[src/rtl/mem_access.sv]
// rtl/mem_access.sv - single-outstanding load/store unit between pipeline and data bus
// Handles alignment faults, byte-lane steering and load extension; flush kills the result, not the bus cycle.
module mem_access (
  input  logic        clk,
  input  logic        resetn,
  input  logic        req_valid,
  input  logic        req_we,
  input  logic [1:0]  req_size,
  input  logic        req_sext,
  input  logic [31:0] req_addr,
  input  logic [31:0] req_wdata,
  input  logic        flush,
  output logic        stall,
  output logic        resp_valid,
  output logic [31:0] resp_rdata,
  output logic        addr_err,
  output logic        err_store,
  output logic        data_req,
  output logic        data_wr,
  output logic [1:0]  data_size,
  output logic [31:0] data_addr,
  output logic [3:0]  data_wstrb,
  output logic [31:0] data_wdata,
  input  logic        data_addr_ok,
  input  logic        data_data_ok,
  input  logic [31:0] data_rdata
);

  typedef enum logic [1:0] {
    IDLE = 2'd0,
    ADDR = 2'd1,
    DATA = 2'd2,
    DONE = 2'd3
  } state_t;

  state_t      state;
  state_t      state_next;

  logic [31:0] r_addr;
  logic [31:0] r_wdata;
  logic [1:0]  r_size;
  logic        r_we;
  logic        r_sext;
  logic        killed;

  logic        misaligned;
  logic        accept;
  logic        complete;
  logic [7:0]  load_byte;
  logic [15:0] load_half;
  logic [31:0] load_value;

  always_comb begin
    misaligned = 1'b0;
    case (req_size)
      2'd0:    misaligned = 1'b0;
      2'd1:    misaligned = req_addr[0];
      default: misaligned = |req_addr[1:0];
    endcase
  end

  assign accept   = (state == IDLE) && req_valid && !flush && !misaligned;
  assign complete = ((state == ADDR) && data_addr_ok && data_data_ok) ||
                    ((state == DATA) && data_data_ok);

  always_ff @(posedge clk or negedge resetn) begin
    if (!resetn) begin
      state <= IDLE;
    end else begin
      state <= state_next;
    end
  end

  always_comb begin
    state_next = state;
    case (state)
      IDLE: if (accept) state_next = ADDR;
      ADDR: begin
        if (data_addr_ok) begin
          state_next = data_data_ok ? DONE : DATA;
        end
      end
      DATA: if (data_data_ok) state_next = DONE;
      DONE: state_next = IDLE;
    endcase
  end

  always_comb begin
    stall      = 1'b0;
    resp_valid = 1'b0;
    addr_err   = 1'b0;
    err_store  = 1'b0;
    data_req   = 1'b0;
    case (state)
      IDLE: begin
        stall     = accept;
        addr_err  = req_valid && !flush && misaligned;
        err_store = req_valid && !flush && misaligned && req_we;
      end
      ADDR: begin
        stall    = 1'b1;
        data_req = 1'b1;
      end
      DATA: stall = 1'b1;
      DONE: resp_valid = !killed;
    endcase
  end

  always_comb begin
    load_byte = 8'h00;
    case (r_addr[1:0])
      2'd0: load_byte = data_rdata[7:0];
      2'd1: load_byte = data_rdata[15:8];
      2'd2: load_byte = data_rdata[23:16];
      2'd3: load_byte = data_rdata[31:24];
    endcase
    load_half = r_addr[1] ? data_rdata[31:16] : data_rdata[15:0];
    case (r_size)
      2'd0:    load_value = r_sext ? {{24{load_byte[7]}}, load_byte} : {24'h000000, load_byte};
      2'd1:    load_value = r_sext ? {{16{load_half[15]}}, load_half} : {16'h0000, load_half};
      default: load_value = data_rdata;
    endcase
  end

  // A flush arriving in the completing cycle must also suppress the result update.
  always_ff @(posedge clk or negedge resetn) begin
    if (!resetn) begin
      r_addr     <= 32'h0;
      r_wdata    <= 32'h0;
      r_size     <= 2'd0;
      r_we       <= 1'b0;
      r_sext     <= 1'b0;
      killed     <= 1'b0;
      resp_rdata <= 32'h0;
    end else begin
      if (accept) begin
        r_addr  <= req_addr;
        r_wdata <= req_wdata;
        r_size  <= req_size;
        r_we    <= req_we;
        r_sext  <= req_sext;
      end
      if (state == DONE) begin
        killed <= 1'b0;
      end else if (((state == ADDR) || (state == DATA)) && flush) begin
        killed <= 1'b1;
      end
      if (complete && !r_we && !(killed || flush)) begin
        resp_rdata <= load_value;
      end
    end
  end

  always_comb begin
    data_wstrb = 4'b0000;
    if (r_we) begin
      case (r_size)
        2'd0:    data_wstrb = 4'b0001 << r_addr[1:0];
        2'd1:    data_wstrb = r_addr[1] ? 4'b1100 : 4'b0011;
        default: data_wstrb = 4'b1111;
      endcase
    end
  end

  always_comb begin
    case (r_size)
      2'd0:    data_wdata = {4{r_wdata[7:0]}};
      2'd1:    data_wdata = {2{r_wdata[15:0]}};
      default: data_wdata = r_wdata;
    endcase
  end

  assign data_wr   = r_we;
  assign data_size = r_size;
  assign data_addr = r_addr;

endmodule
[config.mk]
export PLATFORM = sky130hd
export DESIGN_NAME = mem_access
export DESIGN_NICKNAME = d
export VERILOG_FILES = /design/src/rtl/mem_access.sv
export SDC_FILE = /design/constraint.sdc
export NUM_CORES = 1
export LEC_CHECK = 0
export CAP_MARGIN = 20
export CELL_PAD_IN_SITES_DETAIL_PLACEMENT = 0
export CELL_PAD_IN_SITES_GLOBAL_PLACEMENT = 1
export CORE_MARGIN = 3
export CORE_UTILIZATION = 33
export CTS_CLUSTER_DIAMETER = 30
export CTS_CLUSTER_SIZE = 24
export DETAILED_ROUTE_END_ITERATION = 8
export PLACE_DENSITY_LB_ADDON = 0.2
export SYNTH_ARGS = -nofsm -noshare
export SYNTH_HDL_FRONTEND = slang
export SYNTH_SLANG_ARGS = --single-unit
[constraint.sdc]
create_clock -name clk -period 2.4 [get_ports clk]
set_clock_uncertainty 0.1 [all_clocks]
set_input_delay 0.36 -clock clk [delete_from_list [all_inputs] [get_ports clk]]
set_output_delay 0.36 -clock clk [all_outputs]
set_load 0.03 [all_outputs]
* Yosys cells after proc, flatten, opt, wreduce, memory -nomap -nowiden
Index checks and enable logic that the tools add are counted.
Operators by class: add/subtract/negate cells 0, multiply operators 0, divide/modulo/power cells 0, order comparisons 0, equality and inequality tests 11, shift operators 1, multiplexer cells 22, bitwise gates (word level) 0, reductions and logical operators 28
Operator list (count):
- one-hot mux 32 bit (2 select lines) | 2
- 2-to-1 mux 32 bit | 2
- one-hot mux 8 bit (4 select lines) | 1
- 2-to-1 mux 16 bit | 1
- logical AND 1 bit | 12
- == test 2 x 1 -> 1 bit, second input constant | 4
- == test 2 bit, second input constant | 4
- logical NOT 2 bit | 4
- 2-to-1 mux 4 bit | 2
- one-hot mux 2 bit (4 select lines) | 1
- one-hot mux 4 bit (2 select lines) | 1
- 2-to-1 mux 1 bit | 7
- 2-to-1 mux 2 bit | 3
- != test 2 bit, second input constant | 3
- logical NOT 1 bit | 5
- one-hot mux 1 bit (2 select lines) | 2
- OR reduction 2 bit | 2
- << shifter 1 x 2 -> 4 bit, first input constant | 1
- logical OR 1 bit | 3
- AND reduction 3 bit | 1
- nonzero test 2 bit | 1
Word-level totals: register bits after elaboration 103, bits in latches 0, bits in writable memories 0, bits in read-only memories 0, input bits 106, output and inout port bits 108, word-level logic and storage cells 70, memories 0

* Logic depth before layout (Yosys ltp)
depth after elaboration 6, gate-level depth with buffers 8, mapped depth without buffers 6

* Least setup slack after synthesis
OpenSTA, ideal clock, no wires.
path kind flip-flop to output port, start point register r_size[0], in the netlist data_size[0], end point output port data_wdata[24], arrival 2.092 ns, required time 1.940 ns, setup slack -0.152 ns, cell stages (with the launch flop) 5, path buffers 2, cell sequence dfrtp_1 -> clkbuf_1 -> clkbuf_1 -> mux2i_1 -> o21ai_0
On the way: word-level cells in the longest chain between the ends 2
RTL lines:
- start: declaration | RTL line 41 | logic [1:0] r_size;
- start signal: assignment | RTL line 139 | r_size <= req_size;
- == test 2 x 1 -> 1 bit or logical NOT 2 bit (tied branches) | RTL line 166 | case (r_size)
- one-hot mux 32 bit (2 select lines) (*) | RTL line 166
- end: declaration | RTL line 23 | output logic [31:0] data_wdata,
Every way passes the cells marked *; elsewhere a longest branch is shown, timed or not.

* Final worst setup path
start point register state[1], end point output port resp_valid
On the way: word-level cells in the longest chain between the ends 2
RTL lines:
- start: declaration | RTL line 36 | state_t state;
- start signal: assignment | RTL line 70 | state <= state_next;
- == test 2 bit | RTL line 94 | case (state)
- 2-to-1 mux 1 bit | RTL line 94
- end: declaration | RTL line 14 | output logic resp_valid,
Every way passes these cells.

==> summary.txt <==
Global route
  • Total track usage: 0.1891
  • Initial antenna violation count: 0
  • Wire length of the first global-routing pass: 24.98 mm
  • Vias in the first global route: 4630
  • Largest net degree at the start of global routing: 69
  • Grt ovf: 0

Power
  • Sw Ratio: 0.4412
  • Clock share of power: 0.138
  • Comb power frac: 0.594
  • Maximum VDD drop: 0.7547 mV
  • Flop pwr share: 0.268
  • Int Pwr: 6.590 mW
  • Pwr Total: 11.79 mW
  • PD cells: 1493 nW/um^2
  • Leakage power: 3.320 nW
  • Psw: 5.204 mW

Cells and area
  • Multi-input gate area: 2327 sq um
  • # nets final: 759
  • Filler cell count: 1300
  • Reg area: 2579 sq um
  • Fin cells: 837
  • Layout cells sized above 1: 0.2496
  • Area Overhead vs Synth: 55.10%
  • Ant diodes: 0
  • Post-Route Utilization: 0.5335

Worst setup path
  • Crit Path Max Fanout: 4
  • Critical path's slowest cell: clkdlybuf4s50_1
  • Worst r2r dst: resp_rdata[17]
  • Worst reg2reg startpoint: state[1]
  • Critical Path End Type: output port
  • CP max stage delay: 700 ps
  • R2R setup slack: 330 ps
  • Worst r2r path cells: 7
  • Crit. Startpoint: state[1]
  • Crit Path Class: reg -> out
  • Worst Path Arrival: 1860 ps
  • CP Buf/Inv Count: 1
  • Startpoint Class: flop
  • Worst path required time: 1940 ps
  • CP Depth: 3
  • Cell family with most CP delay: buffers and inverters
  • Critical Path, Cell by Cell: ha_1, nor2b_1, clkdlybuf4s50_1

CTS
  • Clock latency on the worst-skew pair: 350 ps
  • CTS tree: yes
  • Clock-pin slew on the worst setup and hold paths: 70 ps
  • # H-tree levels: 3
  • CTS max path bufs: 2
  • Clock root cell: clkbuf_16
  • CTS sink count: 103
  • Total CTS buffers: 9

Placed design
  • Worst slack, placed: -68.25 ps
  • Inst Count DP: 819
  • Dpl hpwl: 11.55 mm
  • IO Port Bufs: 213
  • Final RePlAce weighted congestion: 0.7733

Yosys
  • Library cells used by synthesis: 37
  • Synth Instances: 439
  • Synth top area share: 0.5060
  • Flops & latches, synth: 103
  • Synthesized net count: 550
  • Seq/Total Area, Yosys: 0.5060
  • Largest cells by area after synthesis: dfrtp_1 (51%), mux2_2 (19%), a21oi_1 (3.8%), mux2i_1 (3.3%), o21ai_0 (2.8%)
  • Async SR Flop Fraction: 1.000
  • Post-Syn Area: 5094 sq um
  • Cell accounting for the most synthesized area: dfrtp_1
  • Top FF cell, synth: dfrtp_1
  • Warnings from Yosys: 0
  • EDFF count, synth: 0
  • Mean Syn Cell Area: 11.60 sq um

Floorplanning
  • Total core area: 14810 sq um
  • Initial cell density of the core: 0.3440
  • FP Rows: 44
  • Die area: 16960 sq um
  • Die Width: 130.2 um
  • Ports: 214
  • Chip height: 130.2 um

Route
  • Routed Antenna Nets: 0
  • Residual DRC count: 0
  • 1st-iter DRT viols: 201
  • Vias per Instance: 5.152
  • WL final: 15.76 mm
  • WL per Instance: 18.83 um
  • Number of iterations in the first detailed-routing pass: 4
  • Routed vias: 4312

Timing
  • Slew headroom: 0.5603
  • Min Tclk post-route: 2317 ps
  • Final setup viols: 0
  • Fmax: 431.7 MHz
  • Setup ws final: 83.41 ps
  • Final period utilization: 0.9652
  • Max-slew violation count: 0
  • Least-Margin Pin Slew: 658.2 ps
  • Final Hold Viols: 0
  • Min Hold Slack: 383.0 ps
  • RSZ-0062 raised after global routing: false

Status
  • Status: finished clean

Flow run
  • Max_cap viols: 0

Worst hold path
  • Worst hold start: resp_rdata[0]
  • Worst min-delay path class: reg -> reg
  • WHS Endpoint: resp_rdata[0]
  • Hold Path Cell Cnt: 2
-- power by group through the flow --
stage	Clock, mW	Combinational [mW]	Sequential (mW)
global route	1.76	7.48	3.27
floorplan	0	3.18	4.13
CTS	1.69	7.05	3.16
detailed placement	0	7.11	3.18
finish	1.62	7.01	3.16
global placement	0	7.04	3.14
-- timing repair --
item | in CTS | in global routing
buffers inserted | 0 | 0
cloned | 1 | 0
hold endpoints to repair | 34 | 0
gates resized for setup | 20 | 5
hold buffers | 1 | 0
endpoints found under the setup margin | 18 | 9
-- sequential cells by signal, indices dropped and copies added, names as in the netlist --
name	flops
killed	1
r_wdata	32
resp_rdata	32
r_sext	1
state	2
data_wr	1
data_size	2
data_addr	32
-- cell families after synthesis --
| group | Yosys count | share of synthesized area |
|---|---|---|
| DFF | 103 | 0.5060 |
| muxes | 103 | 0.2257 |
| and+or+nand+nor | 62 | 0.06116 |
| buffers and inverters | 46 | 0.04299 |
| AOI/OAI and AO/OA | 120 | 0.1518 |
| adders and majority gates | 5 | 0.01228 |
-- layout by cell type (no fill, tap or decap), types with 10 or more instances in the layout --
cell type	n
a21oi_1	38
clkdlybuf4s50_1	180
buf_4	28
o211ai_1	16
dlygate4sd2_1	17
o21ai_2	10
buf_12	10
nand2_1	25
mux2i_1	17
nor2_1	14
dfrtp_1	102
o21ai_0	21
mux2_2	85
-- metal layers --
metal,track usage,vias up,share of wire
li1,-,2008,-
met1,0.2292,2112,0.40
met2,0.3081,169,0.48
met3,0.07245,23,0.096
met4,0.06663,0,0.020
met5,0,-,0
-- synth_stat cells (2+ instances only) --
master	number
nor2_1	16
ha_1	5
a22o_1	7
nor2b_1	5
mux2i_1	17
dfrtp_1	103
o21a_1	3
nand2_1	25
a21oi_1	39
buf_4	8
buf_1	4
o21ai_2	10
a211o_1	2
or3_1	7
buf_6	2
a221oi_1	7
o21ai_0	29
o22ai_1	2
and2_1	2
inv_1	6
o211ai_1	16
clkbuf_1	25
mux2_2	85
-- cell type report --
type	count	area share
tap	184	0.02914
timing repair buffer	238	0.3057
inverter	6	0.002851
clock buffer	9	0.02851
sequential	103	0.3264
multi-input combinational	290	0.2946
clock inverter	7	0.01283
-- worst reg2reg max path, stage by stage, from the launching register on --
cell and delay (ps):
dfrtp_1 430, inv_2 120, ha_1 240, a21oi_1 160
or2_1 320, a211oi_4 270, buf_12 190, o21ai_0 110
-- worst max path at each step --
stage	slack (ps)	end
after floorplan	0.6	stall
after global placement	-30	resp_rdata[17]
after detailed placement	-70	resp_rdata[17]
after CTS	10	data_wdata[8]
after global routing	7	data_req
final	80	resp_valid
-- stage by stage --
step                      area (sq um)  setup TNS [ps]
after floorplan                   5094               0
after global placement            7522          -234.0
after detailed placement          7522          -680.8
after CTS                         7873               0
after global routing              7900               0
final                             7900               0
(Power assumes the default switching activity.)
